## src/rtl/counter_wrap_tracker_pkg.sv

```systemverilog
// Shared definitions for the counter wrap tracker slice.
//   - state_t       : tracker FSM encoding (INIT / TRACK / ERROR)
//   - W_DEF/HI_MOD_DEF/HI_W_DEF : default widths and high-digit modulus
//   - eff_modulus   : modulus_in with 0 mapped to 2^w
//   - expected_next : legal successor of a count under a given modulus
// The helper functions work at MAX_W+1 bits so callers of any width up to
// MAX_W zero-extend into them and 2^w never overflows.
package counter_pkg;

  localparam int W_DEF      = 4;
  localparam int HI_MOD_DEF = 10;
  localparam int HI_W_DEF   = 4;
  localparam int MAX_W      = 16;

  typedef enum logic [1:0] {
    INIT  = 2'd0,
    TRACK = 2'd1,
    ERROR = 2'd2
  } state_t;

  function automatic logic [MAX_W:0] eff_modulus(input logic [MAX_W-1:0] modulus,
                                                  input int unsigned     w);
    logic [MAX_W:0] m;
    if (modulus == '0) m = (MAX_W+1)'(1) << w;
    else               m = {1'b0, modulus};
    return m;
  endfunction

  function automatic logic [MAX_W:0] expected_next(input logic [MAX_W-1:0] prev,
                                                    input logic [MAX_W:0]   m);
    logic [MAX_W:0] p;
    p = {1'b0, prev};
    if (p == m - 1'b1) return '0;
    return p + 1'b1;
  endfunction

endpackage

```

## src/rtl/counter_wrap_tracker_if.sv

```systemverilog
// Bus between an upstream modulo counter (master) and the wrap tracker (slave).
//   clear      : synchronous clear of tracker state, active-high
//   count_in   : running upstream count (W bits)
//   modulus_in : upstream modulus, 0 means 2^W
//   wrap_pulse : one-cycle pulse per legal upstream wrap
//   hi_count   : high-order digit (HI_W bits)
//   carry_out  : one-cycle pulse when hi_count wraps to 0
//   seq_error  : sticky illegal-step flag
interface counter_wrap_tracker_if #(
  parameter int W    = 4,
  parameter int HI_W = 4
);
  logic            clear;
  logic [W-1:0]    count_in;
  logic [W-1:0]    modulus_in;
  logic            wrap_pulse;
  logic [HI_W-1:0] hi_count;
  logic            carry_out;
  logic            seq_error;

  modport master (
    output clear, count_in, modulus_in,
    input  wrap_pulse, hi_count, carry_out, seq_error
  );

  modport slave (
    input  clear, count_in, modulus_in,
    output wrap_pulse, hi_count, carry_out, seq_error
  );
endinterface

```

## src/rtl/counter_wrap_tracker_step_check.sv

```systemverilog
// counter_step_check: combinational classifier of one upstream step.
//   prev_count : last accepted count
//   count_in   : newly sampled count
//   modulus_in : upstream modulus, 0 means 2^W
//   is_hold / is_step / is_wrap / is_illegal : exactly one is high
// A sample at or above the effective modulus is always illegal, even if it
// equals prev_count (the modulus may have shrunk underneath it).
module counter_step_check
  import counter_pkg::*;
#(
  parameter int W = W_DEF
) (
  input  logic [W-1:0] prev_count,
  input  logic [W-1:0] count_in,
  input  logic [W-1:0] modulus_in,
  output logic         is_hold,
  output logic         is_step,
  output logic         is_wrap,
  output logic         is_illegal
);

  logic [MAX_W:0] m;
  logic [MAX_W:0] e;
  logic [MAX_W:0] cin;
  logic [MAX_W:0] pc;
  logic           in_range;
  logic           same;

  always_comb begin
    m          = eff_modulus(MAX_W'(modulus_in), W);
    e          = expected_next(MAX_W'(prev_count), m);
    cin        = (MAX_W+1)'(count_in);
    pc         = (MAX_W+1)'(prev_count);
    in_range   = (cin < m);
    same       = (cin == pc);
    is_hold    = in_range && same;
    is_step    = in_range && !same && (cin == e) && (e != '0);
    is_wrap    = in_range && !same && (cin == '0) && (pc == m - 1'b1) &&
                 (m >= (MAX_W+1)'(2));
    is_illegal = !(is_hold || is_step || is_wrap);
  end

endmodule

```

## src/rtl/counter_wrap_tracker.sv

```systemverilog
// counter_wrap_tracker: follows an upstream W-bit modulo counter, converts
// each legal wrap into a one-cycle wrap_pulse, counts wraps in a local
// HI_MOD digit with carry_out, and latches seq_error on any illegal step.
//   clock : rising-edge clock
//   reset : asynchronous active-low reset
//   bus   : counter_wrap_tracker_if.slave (clear, count_in, modulus_in in;
//           wrap_pulse, hi_count, carry_out, seq_error out)
module counter_wrap_tracker
  import counter_pkg::*;
#(
  parameter int W      = W_DEF,
  parameter int HI_MOD = HI_MOD_DEF,
  parameter int HI_W   = HI_W_DEF
) (
  input  logic                  clock,
  input  logic                  reset,
  counter_wrap_tracker_if.slave bus
);

  state_t          state_q, state_d;
  logic [W-1:0]    prev_count, prev_d;
  logic [HI_W-1:0] hi_count, hi_d;
  logic            wrap_pulse, wrap_d;
  logic            carry_out, carry_d;
  logic            seq_error, err_d;

  logic is_hold, is_step, is_wrap, is_illegal;

  counter_step_check #(.W(W)) u_check (
    .prev_count (prev_count),
    .count_in   (bus.count_in),
    .modulus_in (bus.modulus_in),
    .is_hold    (is_hold),
    .is_step    (is_step),
    .is_wrap    (is_wrap),
    .is_illegal (is_illegal)
  );

  always_ff @(posedge clock or negedge reset) begin
    if (!reset) begin
      state_q    <= INIT;
      prev_count <= '0;
      hi_count   <= '0;
      wrap_pulse <= 1'b0;
      carry_out  <= 1'b0;
      seq_error  <= 1'b0;
    end else begin
      state_q    <= state_d;
      prev_count <= prev_d;
      hi_count   <= hi_d;
      wrap_pulse <= wrap_d;
      carry_out  <= carry_d;
      seq_error  <= err_d;
    end
  end

  // Pulses default to 0 each cycle so they self-clear unless re-fired.
  always_comb begin
    state_d = state_q;
    prev_d  = prev_count;
    hi_d    = hi_count;
    wrap_d  = 1'b0;
    carry_d = 1'b0;
    err_d   = seq_error;

    if (bus.clear) begin
      // clear wins over any wrap or error classified this cycle
      state_d = INIT;
      prev_d  = '0;
      hi_d    = '0;
      err_d   = 1'b0;
    end else begin
      unique case (state_q)
        INIT: begin
          // first sample after reset/clear has no history to check against
          prev_d  = bus.count_in;
          state_d = TRACK;
        end
        TRACK: begin
          if (is_hold) begin
            prev_d = prev_count;
          end else if (is_step) begin
            prev_d = bus.count_in;
          end else if (is_wrap) begin
            prev_d = '0;
            wrap_d = 1'b1;
            if (hi_count == HI_W'(HI_MOD - 1)) begin
              hi_d    = '0;
              carry_d = 1'b1;
            end else begin
              hi_d = hi_count + 1'b1;
            end
          end else if (is_illegal) begin
            err_d   = 1'b1;
            state_d = ERROR;
          end
        end
        ERROR: begin
          // keep following upstream but report nothing until cleared
          prev_d = bus.count_in;
        end
        default: begin
          state_d = INIT;
        end
      endcase
    end
  end

  assign bus.wrap_pulse = wrap_pulse;
  assign bus.hi_count   = hi_count;
  assign bus.carry_out  = carry_out;
  assign bus.seq_error  = seq_error;

endmodule

```

## src/flat_wrapper.sv

```systemverilog
// flat-port wrapper written by rule: the top's interface ports become plain ports
module counter_wrap_tracker_flat import counter_pkg::*;
#(
  parameter int W      = W_DEF,
  parameter int HI_MOD = HI_MOD_DEF,
  parameter int HI_W   = HI_W_DEF
)
  (clock, reset, bus_clear, bus_count_in, bus_modulus_in, bus_wrap_pulse, bus_hi_count, bus_carry_out, bus_seq_error);
  counter_wrap_tracker_if #(.W(W), .HI_W(HI_W)) bus_i ();
  input  logic clock;
  input  logic reset;
  input wire logic [$bits(bus_i.clear)-1:0] bus_clear;
  input wire logic [$bits(bus_i.count_in)-1:0] bus_count_in;
  input wire logic [$bits(bus_i.modulus_in)-1:0] bus_modulus_in;
  output wire logic [$bits(bus_i.wrap_pulse)-1:0] bus_wrap_pulse;
  output wire logic [$bits(bus_i.hi_count)-1:0] bus_hi_count;
  output wire logic [$bits(bus_i.carry_out)-1:0] bus_carry_out;
  output wire logic [$bits(bus_i.seq_error)-1:0] bus_seq_error;
  assign bus_i.clear = bus_clear;
  assign bus_i.count_in = bus_count_in;
  assign bus_i.modulus_in = bus_modulus_in;
  assign bus_wrap_pulse = bus_i.wrap_pulse;
  assign bus_hi_count = bus_i.hi_count;
  assign bus_carry_out = bus_i.carry_out;
  assign bus_seq_error = bus_i.seq_error;
  counter_wrap_tracker #(.W(W), .HI_MOD(HI_MOD), .HI_W(HI_W)) u_core (.clock(clock), .reset(reset), .bus(bus_i));
endmodule
```

## config.mk

```make
export PLATFORM = sky130hd
export DESIGN_NAME = counter_wrap_tracker_flat
export DESIGN_NICKNAME = d
export VERILOG_FILES = /design/src/rtl/counter_wrap_tracker_pkg.sv /design/src/rtl/counter_wrap_tracker_if.sv /design/src/rtl/counter_wrap_tracker_step_check.sv /design/src/rtl/counter_wrap_tracker.sv /design/src/flat_wrapper.sv
export SDC_FILE = /design/constraint.sdc
export NUM_CORES = 1
export LEC_CHECK = 0
export BUFFER_PORTS_ARGS = -buffer_cell sky130_fd_sc_hd__buf_2
export CORE_MARGIN = 5
export CORE_UTILIZATION = 48
export DETAILED_ROUTE_END_ITERATION = 12
export PLACE_DENSITY_LB_ADDON = 0.3
export SYNTH_ARGS = -nofsm -noshare
export SYNTH_HDL_FRONTEND = slang
export SYNTH_HIERARCHICAL = 1
export SYNTH_SLANG_ARGS = --single-unit
export TNS_END_PERCENT = 100
```

## constraint.sdc

```tcl
create_clock -name clock -period 3.4 [get_ports clock]
set_input_delay 0.17 -clock clock [delete_from_list [all_inputs] [get_ports clock]]
set_output_delay 0.17 -clock clock [all_outputs]
set_load 0.005 [all_outputs]
```

# After elaboration in Yosys (flattened, before gate mapping)
# Index checks and enable logic that the tools add are counted.
# op_classes
n_addsub,3
magnitude_cmp,2
eq_ne,16
n_mux,38
n_reduce_logical,22
# op_table
operator,count
4-bit two-way mux,10
4-bit by 17-bit equality test with 1-bit output,2
17-bit two-way mux,2
1-bit two-way mux,18
17-bit by 2-bit >= comparator with 1-bit output (second input constant),1
4-bit by 17-bit < comparator with 1-bit output,1
17-bit nonzero test,1
17-bit by 1-bit subtractor with 17-bit output (second input constant),1
3-bit inequality test (second input constant),4
2-bit two-way mux,5
2-bit inequality test (second input constant),5
5-bit AND reduction,2
4-bit logical NOT,2
4-bit one-hot mux with 2 select lines,1
1-bit logical AND,7
2-bit one-hot mux with 3 select lines,1
4-bit by 1-bit adder with 5-bit output (second input constant),1
5-bit two-way mux,1
4-bit by 1-bit adder with 4-bit output (second input constant),1
4-bit equality test,1
4-bit equality test (second input constant),1
4-bit by 2-bit inequality test with 1-bit output (second input constant),1
4-bit AND reduction,1
2-bit nonzero test,2
other kinds (8),9
# word_totals
ff_bits,13
output_inout_bits,7

# Longest topological paths before layout
# Gate-level depths: netlist (run 1).
# logic_depth
ltp_word,17
ltp_mapped,12

# Hierarchy
# Netlist (run 1), hierarchy kept.
# by_module_without_submodules
mod,n_inst,cells_each,area_per_inst_um2
counter_wrap_tracker,1,62,654.4
counter_step_check,1,57,414.1

# Worst setup path before layout (run 1)
# OpenSTA, ideal clock, no wires.
# synth_path
path_kind,input-to-reg
start,input bus_modulus_in[0]
end,register u_core.prev_count[0]
setup_ns,0.125
arrival_time_ns,3.212
slack_ns,0.063
cell_stages,12
n_path_buf,0
path_cell_list,inv_1 > ha_1 > nand2_1 > inv_2 > ha_1 > nor3b_1 > o211ai_1 > or4_4 > nor3_1 > nor2_1 > o311ai_0 > mux2_2
# synth_between
elab_cells_between_ends,24
classes_between,add/sub: 1; order compare: 2; eq/ne: 4; mux: 7; reduce/logical: 10
# synth_rtl
element,line,source
start: declaration,flat_wrapper.sv:14,input wire logic [$bits(bus_i.modulus_in)-1:0] bus_modulus_in;
4-bit logical NOT,counter_wrap_tracker_pkg.sv:24,if (modulus == '0) m = (MAX_W+1)'(1) << w;
5-bit two-way mux *,counter_wrap_tracker_pkg.sv:24,
"parallel branches: the longest is 4 deep, another holds 17-bit by 1-bit subtractor with 17-bit output",n/a,
1-bit logical AND *,counter_wrap_tracker_step_check.sv:38,is_wrap = in_range && !same && (cin == '0) && (pc == m - 1'b1) &&
via u_core.is_wrap,counter_wrap_tracker.sv:27,"logic is_hold, is_step, is_wrap, is_illegal;"
4-bit by 2-bit inequality test with 1-bit output (no line) *,n/a,
3-bit AND reduction (no line) *,n/a,
end signal: assignment,counter_wrap_tracker.sv:49,prev_count <= prev_d;
end: declaration,counter_wrap_tracker.sv:21,"logic [W-1:0] prev_count, prev_d;"
# Mark *: on every way through the listed nets, which the timed path passes. The select of a mux whose other input is x is not followed.
# A chain may end at the register's enable or synchronous reset.

# Worst setup path after layout (run 1)
# layout_path
start,input bus_modulus_in[0]
end,register u_core.prev_count[2]
# Same word-level chain as after synthesis.

==> out/qor.txt, run 1 <==
status: finished clean
most frequent CP cell: ha_1
CORE AREA: 0.002170 mm^2
clock network power share: 22.3%
Die H: 57.18 um
final wirelength: 2246 um
# fillers: 211
GPL Wtd Cong: 0.8827
pwr/cell area: 348.4 mW/mm^2
Least-Margin Pin Slew: 632.9 ps
Critical Path Fanout Max: 4
vias: 928
Fin. Hold Viols: 0
Relative slew margins: 57.21%
cell-internal power: 0.2848 mW
CTS clk-pin slew, worst paths: 90 ps
Clock Latency Late Sink: 280 ps
die width: 57.18 um
DRT antenna net count: 0
largest net degree at the start of global routing: 15
FF+latch area: 325.3 um^2
minimum clock period: 2959 ps
worst setup path endpoint: u_core/prev_count[2]
CP Launch Type: input pin
TritonCTS Sinks: 13
combinational share of power: 33.3%
PnR worst setup slack: 440.7 ps
Hold Crit Class: input pin to register
area occupied by multi-input gates: 693.2 um^2
Clock Tree Root: clkbuf_4
first-pass GRT wire length: 3857 um
RSZ-0062 raised after global routing: no
worst r2r dst: u_core/prev_count[2]
Max Root-Sink Buffers: 2
Worst VDD drop: 0.2415 mV
net count reported at finish: 162
row cnt: 17
CP Class: input pin to register
Final HPWL DP: 1760 um
Worst Setup SP: bus_modulus_in[0]
worst reg2reg path depth: 10
ys async rst share: 100.0%
Ys Warns: 6
Setup TNS Final: 0 ps
Post-synth EDFFs: 0
GRT Total Usage: 14.57%
Worst R2R Setup Slack: 470 ps
Top-Level Pins: 18
Max Cap Viol: 0
syn nets: 139
critical-path cell list: buf_2 -> inv_1 -> ha_1 -> nand2_1 -> inv_2 -> ha_1 -> nor3b_1 -> o211ai_1 -> or4_4 -> nor3_1 -> nor2_1 -> o311ai_0 -> buf_4 -> mux2_2
Mapped Area: 0.001069 mm^2
Critical Path End Type: register
Tcrit/Tclk final: 87.04%
antenna violations before repair: 0
Area growth syn-to-layout: 15.22%
Vias/cell: 5.491
critical path's largest stage delay: 540 ps
Leak Pwr: 0.5447 nW
post-layout util: 56.75%
Mean Syn Cell Area: 8.979 um^2
Seq/Total Area, Yosys: 30.44%
pre-CTS setup slack: 190.0 ps
WP data arrival: 3110 ps
DIE AREA: 0.003270 mm^2
critical path's slowest cell: or4_4
Setup Skew: 16.06 ps
reg-to-reg critical path startpoint: u_core/prev_count[0]
residual DRC count: 0
Psw: 0.1441 mW
#FFs+latches synth: 13
post-synth cell types: 39
CTS buffer count: 3
drt pass-1 iters: 4
Slew Limit Fails: 0
setup violators final: 0
GRT overflow: 0
Syn Inst Count: 119
CTS tree: yes
Initial Utilization: 49.25%
share of cells above drive strength 1: 22.70%
number of global-route vias before repair: 893
Worst EP required: 3550 ps
Seq pwr share: 44.4%
CTS H-tree lvls: 1
top_reg_cell synth: dfrtp_1
Initial DRC Count: 20
IO Port Bufs: 17
DR WL/cell: 13.29 um
Sw Share: 33.60%
antenna cells: 0
f_max: 337.9 MHz
[placed cells by master (no fill, tap or decap), drive strengths merged, types with 5 or more instances in the layout]
cell,Yosys,routed
dfrtp,13,13
buf,1,19
a21oi,8,8
nor2,9,9
nand2,5,5
o21ai,6,6
inv,11,11
ha,9,9
nor3b,5,5
xnor2,8,8
nor3,5,5
[state kept, by name, summed over array words and instances (netlist names)]
signal	flops
u_core/prev_count	4
u_core/bus.hi_count	4
u_core/bus.wrap_pulse	1
u_core/bus.seq_error	1
u_core/bus.carry_out	1
u_core/state_q	2
[per-layer routing]
layer / track usage [%] / part of all wire [%] / wire [um]
met1: 18.84 / 48 / 1087
met2: 24.63 / 48 / 1079
met3: 1.357 / 2.2 / 49
met4: 6.291 / 1.3 / 29
met5: 0 / 0 / 0
[Yosys cell counts, types with 2 or more instances]
cell type / instances / area, um^2
dfrtp_1: 13 / 325.3
inv_1: 10 / 37.54
ha_1: 9 / 112.6
nor2_1: 9 / 33.78
xnor2_1: 8 / 70.07
a21oi_1: 6 / 30.03
nand2_1: 5 / 18.77
nor3_1: 5 / 25.02
nor3b_1: 5 / 37.54
o21ai_0: 5 / 25.02
mux2_2: 4 / 45.04
xor2_1: 4 / 35.03
nand3_1: 3 / 15.01
a21oi_2: 2 / 17.52
nand4_1: 2 / 12.51
nand4b_1: 2 / 17.52
o21bai_1: 2 / 15.01
o31a_1: 2 / 17.52
o31ai_1: 2 / 15.01
or4_1: 2 / 15.01
[power groups by stage]
stage               Sequential [mW]  Combinational [mW]  Clock [mW]
detailed placement            0.193               0.141           0
CTS                           0.190               0.143      0.0972
floorplan                     0.185               0.110           0
global route                  0.194               0.161       0.104
finish                        0.190               0.143      0.0956
global placement              0.192               0.140           0
[logic make-up after synthesis]
| family | share of synthesized area [%] |
|---|---|
| buffers and inverters | 4.683 |
| flip-flops | 30.44 |
| adder cells (fa/ha/maj) | 10.54 |
| AO/OA/AOI/OAI | 15.57 |
| AND/OR/NAND/NOR | 24.71 |
| XOR/XNOR | 9.836 |
| multiplexers | 4.215 |
[worst min path at each step]
stage	startpoint	to	depth (start not counted)
finish	bus_clear	u_core/bus.hi_count[2]	2
floorplan	reset	u_core/bus.carry_out	0
global route	bus_clear	u_core/bus.hi_count[3]	2
detailed placement	reset	u_core/prev_count[0]	1
global placement	reset	u_core/prev_count[2]	1
CTS	bus_clear	u_core/state_q[1]	2
[through the flow]
step           power, mW  cells  cell area [um^2]  hold WS (ps)
6_report          0.4289    169              1231         228.4
5_1_grt           0.4581    169              1231         259.0
4_1_cts           0.4301    169              1231         230.7
3_5_place_dp      0.3343    164              1195         72.30
3_3_place_gp      0.3319    164              1195         68.78
2_1_floorplan     0.2946    119              1069        -125.6
[final cells by class]
cell class	count	area share, %
inverter	11	3.354
clock buffer	4	2.134
multi-input combinational	93	56.30
tap	28	2.846
sequential	13	26.42
timing repair buffer	20	8.943
[critical path, delay by kind of cell]
family,cells,cell delay (ps)
simple gates,5,1210
fa+ha+maj,2,520
buf+inv,4,450
compound gates,2,430
mux,1,340
[repair_timing]
| action | CTS | global route |
|---|---|---|
| buffers inserted | 0 | 0 |
| hold endpoints to repair | 13 | 0 |
| hold buffers | 1 | 0 |
| gates resized for setup | 0 | 0 |
Note: power is estimated with default switching activity, not from simulation.
==> run 2, diff against run 1 <==
==> constraint.sdc (replaced) <==
create_clock -name clock -period 3.4 [get_ports clock]
set_input_delay 0.51 -clock clock [delete_from_list [all_inputs] [get_ports clock]]
set_output_delay 0.51 -clock clock [all_outputs]
set_load 0.005 [all_outputs]
==> run 2 against run 1 <==
Net effect: non-clock buffer count increased by 5; clock power decreased by 0.9%; largest cell class unchanged; global-route usage rose by 0.60 points; sequential power hardly changed; critical endpoint is now u_core/bus.hi_count[3].
==> out/qor.txt, run 2 (synthesized netlist as in run 1, its figures left out) <==
status: finished clean
row cnt: 17
first-pass GRT wire length: 3981 um
DRT antenna net count: 0
Buf/Inv on CP: 3
Setup Skew: 7.110 ps
pwr/cell area: 344.6 mW/mm^2
CTS H-tree lvls: 1
cts hold-fix bufs: 0
drt pass-1 iters: 4
IO Port Bufs: 17
Clock Tree Root: clkbuf_4
f_max: 312.3 MHz
most frequent CP cell: ha_1
Fin. Hold Viols: 0
final wirelength: 2326 um
CP Class: input pin to register
Die H: 57.18 um
largest net degree at the start of global routing: 15
critical path's largest stage delay: 590 ps
GRT Total Usage: 15.17%
Initial DRC Count: 12
Tcrit/Tclk final: 94.18%
overall power: 0.4381 mW
Worst EP required: 3600 ps
net count reported at finish: 167
RSZ-0062 raised after global routing: no
PnR worst setup slack: 197.8 ps
Vias/cell: 5.569
CTS clk-pin slew, worst paths: 80 ps
antenna cells: 0
Worst VDD drop: 0.2732 mV
DIE AREA: 0.003270 mm^2
Leak Pwr: 0.5743 nW
Worst Setup SP: bus_modulus_in[0]
Hold Slack: 99.99 ps
CORE AREA: 0.002170 mm^2
share of cells above drive strength 1: 26.71%
CTS tree: yes
critical-path cell list: buf_2 -> inv_1 -> ha_1 -> nand2_1 -> inv_2 -> ha_1 -> nor3b_1 -> o211ai_1 -> o31ai_1 -> nor3_1 -> or4b_4 -> or4_1 -> a31oi_1
pre-CTS setup slack: -79.99 ps
TritonCTS Sinks: 13
post-layout util: 58.59%
vias: 969
critical path's slowest cell: or4b_4
antenna violations before repair: 0
residual DRC count: 0
Top Registers: u_core/bus.hi_count: 4 flops, u_core/prev_count: 4 flops, u_core/state_q: 2 flops
WP data arrival: 3400 ps
Max Cap Viol: 0
Final HPWL DP: 1863 um
Post-CTS Setup Inserts: 0
DR WL/cell: 13.37 um
Critical Path Fanout Max: 5
CP Depth: 13
setup violators final: 0
commonest non-fill, non-tap cell in the layout: buf_2
Slew Limit Fails: 0
fin cells: 174
Relative slew margins: 61.35%
CTS buffer count: 3
Area growth syn-to-layout: 18.97%
Post-Place Cells: 170
cts repair resizes: 0
minimum clock period: 3202 ps
die width: 57.18 um
Least-Margin Pin Slew: 574.4 ps
Clock Latency Late Sink: 270 ps
number of global-route vias before repair: 949
Critical Path End Type: register
Top-Level Pins: 18
Max Root-Sink Buffers: 2
Initial Utilization: 49.25%
worst reg2reg path depth: 11
Top delay family on crit path: simple AND/OR/NAND/NOR gates
reg-to-reg critical path startpoint: u_core/prev_count[0]
most frequent cells in the layout: buf_2, dfrtp_1, inv_1
GPL Wtd Cong: 0.8812
Hold Crit Class: input pin to asynchronous set/reset pin
GRT overflow: 0
CP Launch Type: input pin
-- run 2: changes by cell type in the layout (fill, tap and decap cells not counted), sizes merged --
cell         delta
buf             +6
dlygate4sd3     -1
-- run 2: routing by layer --
| metal | GRT usage (%) | wire length (um) | vias to the layer above |
|---|---|---|---|
| met2 | 25.29 | 1126 | 18 |
| met1 | 19.36 | 1080 | 462 |
| li1 | - | - | 485 |
| met4 | 7.947 | 49 | 0 |
| met5 | 0 | 0 | - |
| met3 | 1.357 | 69 | 4 |
-- run 2: where the power goes --
part           switching [mW]  internal (mW)  leakage (nW)
registers              0.0206          0.169         0.176
clock network          0.0492         0.0455        0.0150
logic                  0.0760         0.0777         0.383
-- run 2: path summary, 6_finish.rpt --
kind / to / slack [ps]
max in group asynchronous: u_core/prev_count[3] / 3070
setup reg to reg: u_core/prev_count[0] / 530
setup / recovery: u_core/bus.hi_count[3] / 200
hold reg to reg: u_core/bus.seq_error / 520
min in group clock: u_core/bus.seq_error / 520
hold / removal: u_core/bus.carry_out / 100
-- run 2: final cells by class --
class | count | area (um^2)
Fill cell | 213 | 898.4
Multi-Input combinational cell | 93 | 698.2
Sequential cell | 13 | 325.3
Timing Repair Buffer | 25 | 145.1
Inverter | 11 | 41.29
Tap cell | 28 | 35.03
Clock buffer | 4 | 26.28
-- run 2: metrics by stage --
stage	instance area (um^2)	TNS (ps)
after floorplan	1074	0
after global placement	1245	0
after detailed placement	1245	-123.0
after CTS	1271	0
after global routing	1271	0
final	1271	0
==> run 3, diff against run 2 <==
--- a/config.mk
+++ b/config.mk
@@ -6,8 +6,11 @@
 export NUM_CORES = 1
 export LEC_CHECK = 0
 export BUFFER_PORTS_ARGS = -buffer_cell sky130_fd_sc_hd__buf_2
+export CELL_PAD_IN_SITES_DETAIL_PLACEMENT = 1
+export CELL_PAD_IN_SITES_GLOBAL_PLACEMENT = 2
+export CORE_ASPECT_RATIO = 1.75
 export CORE_MARGIN = 5
-export CORE_UTILIZATION = 48
+export CORE_UTILIZATION = 33
 export DETAILED_ROUTE_END_ITERATION = 12
 export PLACE_DENSITY_LB_ADDON = 0.3
 export SYNTH_ARGS = -nofsm -noshare
==> run 3 against run 2 <==
Net effect: via count grew 3.0%; combinational power grew 9%; global-route usage fell by 0.35 points; die area up 38%.
==> out/qor.txt, run 3 (synthesized netlist as in run 1, its figures left out) <==
row cnt: 27
DIE AREA: 0.004521 mm^2
DRT antenna net count: 0
post-layout util: 42.49%
Relative slew margins: 60.62%
GRT Total Usage: 14.82%
residual DRC count: 0
FF+latch area: 325.3 um^2
Worst R2R Setup Slack: 370 ps
share of cells above drive strength 1: 28.38%
number of global-route vias before repair: 1115
Worst VDD drop: 0.2233 mV
Vias/cell: 5.225
drt pass-1 iters: 3
Max Root-Sink Buffers: 2
Leak Pwr: 0.5887 nW
Hold Crit Class: input pin to asynchronous set/reset pin
CTS H-tree lvls: 1
first-pass GRT wire length: 4933 um
TritonCTS Sinks: 13
die width: 53.02 um
# fillers: 389
minimum clock period: 3144 ps
area occupied by multi-input gates: 709.4 um^2
antenna violations before repair: 0
CTS buffer count: 3
Setup Skew: 3.897 ps
Area growth syn-to-layout: 24.94%
vias: 998
Post-DP Area: 0.001279 mm^2
cts hold-fix bufs: 0
worst reg2reg path depth: 11
Clock Tree Root: clkbuf_8
CTS tree: yes
Least-Margin Pin Slew: 589.2 ps
CP Launch Type: input pin
antenna cells: 0
Fin. Hold Viols: 0
GRT overflow: 0
Die H: 85.28 um
Design Area, Final: 0.001335 mm^2
WP data arrival: 3270 ps
Worst EP required: 3520 ps
CORE AREA: 0.003142 mm^2
f_max: 318.1 MHz
CTS clk-pin slew, worst paths: 60 ps
GPL Wtd Cong: 0.7940
most frequent cells in the layout: buf_2, dfrtp_1, inv_1, buf_4
IO Port Bufs: 17
Initial DRC Count: 8
Slew Limit Fails: 0
Top-Level Pins: 18
setup violators final: 0
Post-Place Cells: 187
largest net degree at the start of global routing: 15
Tcrit/Tclk final: 92.47%
reg-to-reg critical path startpoint: u_core/prev_count[0]
RSZ-0062 raised after global routing: no
CP Class: input pin to register
DR WL/cell: 15.24 um
worst r2r dst: u_core/prev_count[1]
net count reported at finish: 169
status: finished clean
fin cells: 191
Final HPWL DP: 2475 um
final wirelength: 2910 um
Initial Utilization: 34.01%
Critical Path Fanout Max: 4
pwr/cell area: 372.1 mW/mm^2
Max Cap Viol: 0
Clock Latency Late Sink: 240 ps
commonest non-fill, non-tap cell in the layout: buf_2
Critical Path End Type: register
Top Registers: u_core/bus.hi_count: 4 flops, u_core/prev_count: 4 flops, u_core/state_q: 2 flops
-- run 3: cell count changes in the layout (fill, tap and decap cells not counted) --
cell,change
buf_4,+2
clkbuf_4,-3
clkbuf_8,+3
nor3_2,-1
nor3_4,+1
o31ai_1,-1
o31ai_2,+1
-- run 3: per-layer routing --
metal | global-route usage (%) | share of wire, % | vias to the layer above
met2 | 30.54 | 60 | 16
li1 | - | - | 492
met5 | 0 | 0 | -
met1 | 12.30 | 34 | 483
met3 | 1.933 | 2.4 | 7
met4 | 7.674 | 2.7 | 0
-- run 3: what timing repair did --
item,4_1_cts,5_1_grt
resized for setup,0,2
setup endpoints to repair,0,1
buffers inserted,0,0
-- run 3: layout make-up --
type | instances | share of cell area, %
flip-flops and latches | 13 | 24.37
multi-input cells | 93 | 53.14
clock buffers | 4 | 3.374
well taps | 43 | 4.030
inverters | 11 | 3.093
repair buffers | 27 | 12.00
-- run 3: power by group --
group	internal (mW)	leakage, nW	switching [mW]	total [mW]
combinational	0.0833	0.390	0.0843	0.168
clock	0.0828	0.0228	0.0550	0.138
sequential	0.170	0.176	0.0217	0.191
total	0.336	0.589	0.161	0.497
-- run 3: through the flow --
step           worst slack (ps)  hold WS, ps  TNS (ps)  total power [mW]
2_1_floorplan             64.72        214.4         0            0.2957
3_3_place_gp              93.56        408.9         0            0.3551
3_5_place_dp             -53.67        415.7    -78.71            0.3628
4_1_cts                   193.8        152.8         0            0.5039
5_1_grt                   28.91        168.8         0            0.5350
6_report                  256.0        143.6         0            0.4967
-- run 3: critical path, cell delays in order --
cell	delay (ps)
buf_2	90
inv_1	50
ha_1	210
nand2_1	140
inv_2	70
ha_1	260
nor3b_1	200
o211ai_1	170
or4_4	570
nor3_4	170
nor2_1	60
o311ai_1	250
buf_4	190
mux2_2	340
-- run 3: worst max path at each step --
stage	end	start	cells after the start	slack [ps]
CTS	u_core/bus.hi_count[3]	bus_modulus_in[0]	13	190
detailed placement	u_core/bus.hi_count[3]	bus_modulus_in[0]	13	-50
global route	u_core/prev_count[1]	bus_modulus_in[0]	14	30
finish	u_core/prev_count[1]	bus_modulus_in[0]	14	260
floorplan	u_core/prev_count[0]	bus_modulus_in[0]	12	60
global placement	u_core/bus.hi_count[3]	bus_modulus_in[0]	13	90
